**src/rtl/stmm_pkg.sv**
```systemverilog
// Shared types and helpers for the stmm weight-fetch path.
package stmm_pkg;

    function automatic int addr_w(input int depth);
        return (depth > 1) ? $clog2(depth) : 1;
    endfunction

    typedef enum logic [1:0] {
        IDLE = 2'd0,
        RUN  = 2'd1,
        FIN  = 2'd2
    } fetch_state_e;

endpackage

```
**src/rtl/stmm_skid_fifo.sv**
```systemverilog
// Small registered FIFO; push and pop may coincide in any fill state, output is the registered head.
module stmm_skid_fifo #(
    parameter  int DW    = 129,
    parameter  int DEPTH = 2,
    localparam int PW    = (DEPTH > 1) ? $clog2(DEPTH) : 1,
    localparam int CW    = $clog2(DEPTH + 1)
) (
    input  logic          i_clk,
    input  logic          i_rst,
    input  logic          i_push,
    input  logic [DW-1:0] i_din,
    input  logic          i_pop,
    output logic [DW-1:0] o_dout,
    output logic [CW-1:0] o_cnt,
    output logic          o_empty
);

    logic [DW-1:0] r_mem [DEPTH];
    logic [PW-1:0] r_rd_ptr;
    logic [PW-1:0] r_wr_ptr;
    logic [CW-1:0] r_cnt;
    logic          w_full;
    logic          w_do_pop;
    logic          w_do_push;

    function automatic logic [PW-1:0] ptr_inc(input logic [PW-1:0] p);
        return (p == PW'(DEPTH - 1)) ? '0 : p + 1'b1;
    endfunction

    assign w_full    = (r_cnt == CW'(DEPTH));
    assign w_do_pop  = i_pop && (r_cnt != '0);
    // When full, a same-cycle pop frees the head slot, which is exactly where the write lands.
    assign w_do_push = i_push && (!w_full || w_do_pop);

    always_ff @(posedge i_clk or posedge i_rst) begin
        if (i_rst) begin
            for (int i = 0; i < DEPTH; i++) begin
                r_mem[i] <= '0;
            end
            r_rd_ptr <= '0;
            r_wr_ptr <= '0;
            r_cnt    <= '0;
        end else begin
            if (w_do_push) begin
                r_mem[r_wr_ptr] <= i_din;
                r_wr_ptr        <= ptr_inc(r_wr_ptr);
            end
            if (w_do_pop) begin
                r_rd_ptr <= ptr_inc(r_rd_ptr);
            end
            if (w_do_push && !w_do_pop) begin
                r_cnt <= r_cnt + 1'b1;
            end else if (w_do_pop && !w_do_push) begin
                r_cnt <= r_cnt - 1'b1;
            end
        end
    end

    assign o_dout  = r_mem[r_rd_ptr];
    assign o_cnt   = r_cnt;
    assign o_empty = (r_cnt == '0);

endmodule

```
**src/rtl/bram_fetch.sv**
```systemverilog
// Walks a contiguous (wrapping) row range of the weight BRAM and streams rows out with
// valid/ready/last, hiding the 1-cycle read latency behind a credit-gated 2-entry FIFO.
module bram_fetch
    import stmm_pkg::*;
#(
    parameter  int L  = 176,
    parameter  int W  = 128,
    localparam int AW = addr_w(L)
) (
    input  logic          i_clk,
    input  logic          i_rst,
    input  logic          i_start,
    input  logic [AW-1:0] i_base,
    input  logic [AW:0]   i_len,
    output logic          o_busy,
    output logic          o_done,
    output logic [AW-1:0] o_mem_addr,
    input  logic [W-1:0]  i_mem_data,
    output logic          o_out_valid,
    input  logic          i_out_ready,
    output logic [W-1:0]  o_out_data,
    output logic          o_out_last
);

    localparam logic [AW-1:0] ADDR_MAX = AW'(L - 1);
    localparam logic [AW:0]   LEN_ONE  = (AW + 1)'(1);

    fetch_state_e  r_state;
    fetch_state_e  w_state_next;
    logic [AW-1:0] r_addr;
    logic [AW-1:0] r_mem_addr;
    logic [AW-1:0] w_addr_inc;
    logic [AW:0]   r_len;
    logic [AW:0]   r_issue_cnt;
    logic          r_rd_pend;
    logic          r_rd_last;
    logic          w_accept;
    logic          w_issue;
    logic          w_issue_last;
    logic          w_pop;
    logic          w_credit;
    logic          w_empty;
    logic          w_head_last;
    logic [1:0]    w_cnt;
    logic [2:0]    w_fill;
    logic [W:0]    w_dout;

    assign w_accept     = (r_state == IDLE) && i_start;
    assign w_addr_inc   = (r_addr == ADDR_MAX) ? '0 : r_addr + 1'b1;
    assign w_issue_last = (r_issue_cnt == r_len - LEN_ONE);

    // Occupancy counting the in-flight read must stay below 2 after this cycle's pop.
    assign w_fill   = {1'b0, w_cnt} + {2'b00, r_rd_pend};
    assign w_credit = (w_fill < 3'd2) || (w_pop && (w_fill < 3'd3));
    assign w_issue  = (r_state == RUN) && (r_issue_cnt < r_len) && w_credit;

    // The BRAM samples the address every clock; hold the last issued one when idle.
    assign o_mem_addr = w_issue ? r_addr : r_mem_addr;

    always_comb begin
        w_state_next = r_state;
        o_busy       = 1'b1;
        o_done       = 1'b0;
        case (r_state)
            IDLE: begin
                o_busy = 1'b0;
                if (i_start) begin
                    w_state_next = (i_len != '0) ? RUN : FIN;
                end
            end
            RUN: begin
                if (w_pop && w_head_last) begin
                    w_state_next = FIN;
                end
            end
            FIN: begin
                o_done       = 1'b1;
                w_state_next = IDLE;
            end
            default: w_state_next = IDLE;
        endcase
    end

    always_ff @(posedge i_clk or posedge i_rst) begin
        if (i_rst) begin
            r_state <= IDLE;
        end else begin
            r_state <= w_state_next;
        end
    end

    always_ff @(posedge i_clk or posedge i_rst) begin
        if (i_rst) begin
            r_addr      <= '0;
            r_len       <= '0;
            r_issue_cnt <= '0;
            r_mem_addr  <= '0;
            r_rd_pend   <= 1'b0;
            r_rd_last   <= 1'b0;
        end else begin
            if (w_accept && (i_len != '0)) begin
                r_addr      <= i_base;
                r_len       <= i_len;
                r_issue_cnt <= '0;
            end else if (w_issue) begin
                r_addr      <= w_addr_inc;
                r_issue_cnt <= r_issue_cnt + LEN_ONE;
            end
            if (w_issue) begin
                r_mem_addr <= r_addr;
                r_rd_last  <= w_issue_last;
            end
            r_rd_pend <= w_issue;
        end
    end

    stmm_skid_fifo #(
        .DW    (W + 1),
        .DEPTH (2)
    ) u_fifo (
        .i_clk   (i_clk),
        .i_rst   (i_rst),
        .i_push  (r_rd_pend),
        .i_din   ({r_rd_last, i_mem_data}),
        .i_pop   (w_pop),
        .o_dout  (w_dout),
        .o_cnt   (w_cnt),
        .o_empty (w_empty)
    );

    assign o_out_valid = !w_empty;
    assign w_pop       = o_out_valid && i_out_ready;
    assign w_head_last = w_dout[W];
    assign o_out_data  = w_dout[W-1:0];
    assign o_out_last  = w_head_last && !w_empty;

endmodule

```
**config.mk**
```make
export PLATFORM = sky130hd
export DESIGN_NAME = bram_fetch
export DESIGN_NICKNAME = d
export VERILOG_FILES = /design/src/rtl/stmm_pkg.sv /design/src/rtl/stmm_skid_fifo.sv /design/src/rtl/bram_fetch.sv
export SDC_FILE = /design/constraint.sdc
export NUM_CORES = 1
export LEC_CHECK = 0
export CAP_MARGIN = 30
export CORE_MARGIN = 8
export CORE_UTILIZATION = 55
export CTS_CLUSTER_SIZE = 8
export DETAILED_ROUTE_END_ITERATION = 16
export GPL_TIMING_DRIVEN = 0
export HOLD_SLACK_MARGIN = 0.03
export PLACE_DENSITY = 0.84
export SYNTH_ARGS = -nofsm -noshare
export SYNTH_HDL_FRONTEND = slang
export SYNTH_HIERARCHICAL = 1
export SYNTH_SLANG_ARGS = --single-unit
```
**constraint.sdc**
```tcl
create_clock -name i_clk -period 18.3 [get_ports i_clk]
set_input_delay 1.83 -clock i_clk [delete_from_list [all_inputs] [get_ports i_clk]]
set_output_delay 1.83 -clock i_clk [all_outputs]
set_load 0.03 [all_outputs]
```
==> results by group <==
Synth
  • Yosys top cell by area: dfrtp_1
  • Synth top area share: 54.9%
  • Post-synthesis cell area: around 14000 um2
  • YS warnings: 6
  • Post-synth cell types: 50
  • Area contributors post-synth: dfrtp_1 (55%), mux2_2 (32%), buf_6 (1.9%)
  • Cell count after synthesis: 967
  • #FFs+latches synth: 300
  • Synthesized area per cell: ~14 um2
  • Seq/Total Area, Yosys: 54.9%
  • Syn Nets: 1132

Floorplanning
  • Row count: between 50 and 60
  • Die ar.: roughly 30000 um2
  • Total core area: roughly 24000 um2
  • Horiz. Die Dim: about 170 um
  • Starting density of the core: 56.1%
  • Num ports: 289
  • Die Ht: 174 um

Clock tree
  • Resize count post-CTS: 0
  • H-tree Lvls: 2
  • Root buffer cell: clkbuf_16
  • Reg clk slew, reported paths: 0.05 ns
  • CTS sink cnt: 300
  • Clk_lat worst skew: 0.51 ns
  • Hold Buf Count CTS: 0
  • CTS buffer count: 43
  • CTS tree: done
  • Buffer count from post-CTS setup fixing: 0
  • Worst-case clock buffer depth: 3

Place
  • Post-DP HPWL: 26000 um
  • Port Buffer Count: 288
  • Placed instance area: 17000 um2
  • Dpl cells: 1581
  • GP Congestion: 0.846

Detailed routing
  • Initial drt markers: roughly 570
  • Detailed-router iteration count before antenna repair: 4
  • Via-per-instance ratio: 5.53
  • Drt wl/cell: 21.9 um
  • Remaining antenna violation count: 0
  • Total Wirelength: 35700 um
  • Remaining routing DRC violations: 0
  • DR vias: around 9000

Worst setup path
  • RR Endpoint: r_mem_addr[5]$_DFF_PP0_
  • Critical Path End Type: output port
  • Setup crit start kind: input port
  • Critical path fanouts, max: 10
  • Worst reg2reg path depth: 10
  • Reg2reg setup slack: 15.63 ns
  • Setup CP Type: in -> out
  • FF-to-FF Start: r_len[6]$_DFFE_PP0P_
  • CP Data Required Time: 16.47 ns
  • Worst endpoint data arrival time: about 4.6 ns

Global route
  • Vias in the first global route: 9896
  • GRT overflow: 0
  • Largest net degree at the start of global routing: between 100 and 150
  • First-pass GRT wire length: between 50000 and 60000 um
  • Initial antenna violation count: 6
  • Total track usage: 23.5%

Power and ir drop
  • Pwr Total: 4.09 mW
  • Power Dens Cells: approximately 230 nW/um2
  • Leak: 7.57 nW
  • Largest vdd supply drop: 0.140 mV

Hold path
  • Hold wc startpoint: r_state[1]$_DFFE_PP0P_
  • Worst hold path type: reg -> reg
  • Worst Hold End: r_state[1]$_DFFE_PP0P_
  • Hold depth: 1

Timing
  • Post-route minimum period: 6.46 ns
  • Rel. slew slack: 46.6%
  • Hold Vio Cnt, Final: 0
  • Setup violators final: 0
  • F_max: 155 MHz
  • TNS Setup: 0 ns
  • Setup Skew: 0.0146 ns
  • RSZ-0062 raised after global routing: no
  • Least-Margin Pin Slew: 0.801 ns
  • Fin crit share: 35.3%
  • Slew Viols, Final: 0

Flow run
  • MaxCap Viol Count: 0

Final layout
  • Post-layout util: 74.4%
  • Post-route non-filler standard cell count: 1629
  • Commonest non-fill, non-tap cell in the layout: mux2_2
  • Filler Cells Inserted: 1610
  • Share of cells above drive strength 1: about 37%
  • Final Instance Area: 18200 um2
  • Most frequent cells in the layout: mux2_2 (388), dfrtp_1 (300), clkdlybuf4s50_1 (288), nand2_1 (49), clkbuf_16 (43)
  • Register Area: 7510 um2
  • Multi-input logic area: 5720 um2
  • Layout area overhead: 32.7%
  • Fin nets: 1467

Run status
  • Outcome: completed
through the flow:
| step | hold slack, ns | setup slack (ns) |
|---|---|---|
| after floorplan | 0.431 | 9.26 |
| after global placement | 0.449 | 5.90 |
| after detailed placement | 0.459 | 11.87 |
| after CTS | 0.466 | 11.85 |
| after global routing | 0.473 | 11.69 |
| final | 0.469 | 11.84 |
synth_stat cells (all sizes together):
cell       n
nor3       2
xor2       9
nand2b     2
dfrtp    300
a41oi      1
nor2b      6
and2       2
mux2i      5
a211oi     2
nand2     50
nand4      5
and3       5
or2        2
inv       19
a221o      1
o31ai      2
nand3     14
a21oi      7
o21ai     18
a22oi      1
o311ai     1
clkbuf     7
nand3b     1
ha        16
o221a      1
xnor2      8
nor4       3
a31oi      7
a22o       1
or4        2
mux2     388
a2111oi    1
buf       42
or3        4
nor3b      5
a211o      1
nor2      24
and4       1
nor4b      1
worst max-delay path by stage:
stage / to / cells past startpoint / slack [ns] / startpoint
4_1_cts: o_mem_addr[5] / 10 / 11.85 / i_out_ready
6_report: o_mem_addr[5] / 10 / 11.84 / i_out_ready
3_3_place_gp: u_fifo/r_mem[7]$_DFFE_PP0P_ / 2 / 5.90 / i_rst
2_1_floorplan: u_fifo/o_cnt[0]$_DFFE_PP0P_ / 1 / 9.26 / i_rst
3_5_place_dp: o_mem_addr[5] / 10 / 11.87 / i_out_ready
5_1_grt: o_mem_addr[5] / 10 / 11.69 / i_out_ready
cells by family (layout without fill, tap and decap cells):
kind of cell    after synthesis  count (layout)  synth area share [%]
compound gates               44              44                  2.10
xor+xnor                     17              17                  1.09
fa+ha+maj                    16              16                  1.46
buf+inv                      68             403                  3.33
flops                       300             300                  54.9
mux                         393             393                  32.3
other cells                   0               3                     0
simple gates                129             129                  4.84
cell type report:
cell class / count / area share (%)
diodes: 3 / 0.0414
well taps: 324 / 2.23
flip-flops and latches: 300 / 41.4
clock inverters: 2 / 0.214
plain buffers: 49 / 2.12
multi-input cells: 599 / 31.5
repair buffers: 290 / 16.2
clock buffers: 43 / 5.93
inverters: 19 / 0.434
routing by layer:
| layer | global-route usage, % | vias up | wire (um) |
|---|---|---|---|
| li1 | - | 4108 | - |
| met1 | 29.8 | 4547 | 15000 |
| met2 | 39.0 | 285 | 17500 |
| met3 | 5.75 | 63 | 2210 |
| met4 | 8.02 | 6 | 949 |
| met5 | 0 | - | 36 |
registers in the layout, indices dropped and copies added (netlist names):
name	count
r_addr	8
r_issue_cnt	9
r_len	9
r_mem_addr	8
r_rd_last	1
r_rd_pend	1
r_state	2
u_fifo/o_cnt	2
u_fifo/r_mem	258
u_fifo/r_rd_ptr	1
u_fifo/r_wr_ptr	1
critical path, stage by stage:
cell and delay (ns):
clkdlybuf4s50_1 0.46, nor2b_4 0.23, a31oi_2 0.14, nor4_4 0.38, nand2_4 0.16, inv_1 0.26, buf_2 0.28, nand2_1 0.08
nand2_1 0.11, clkdlybuf4s50_1 0.69
power by group:
group	switching [mW]	internal (mW)
Combinational	1.13	1.10
Sequential	0.173	0.995
Clock	0.257	0.424
Total	1.56	2.52
Power figures use the tool's default switching activity.
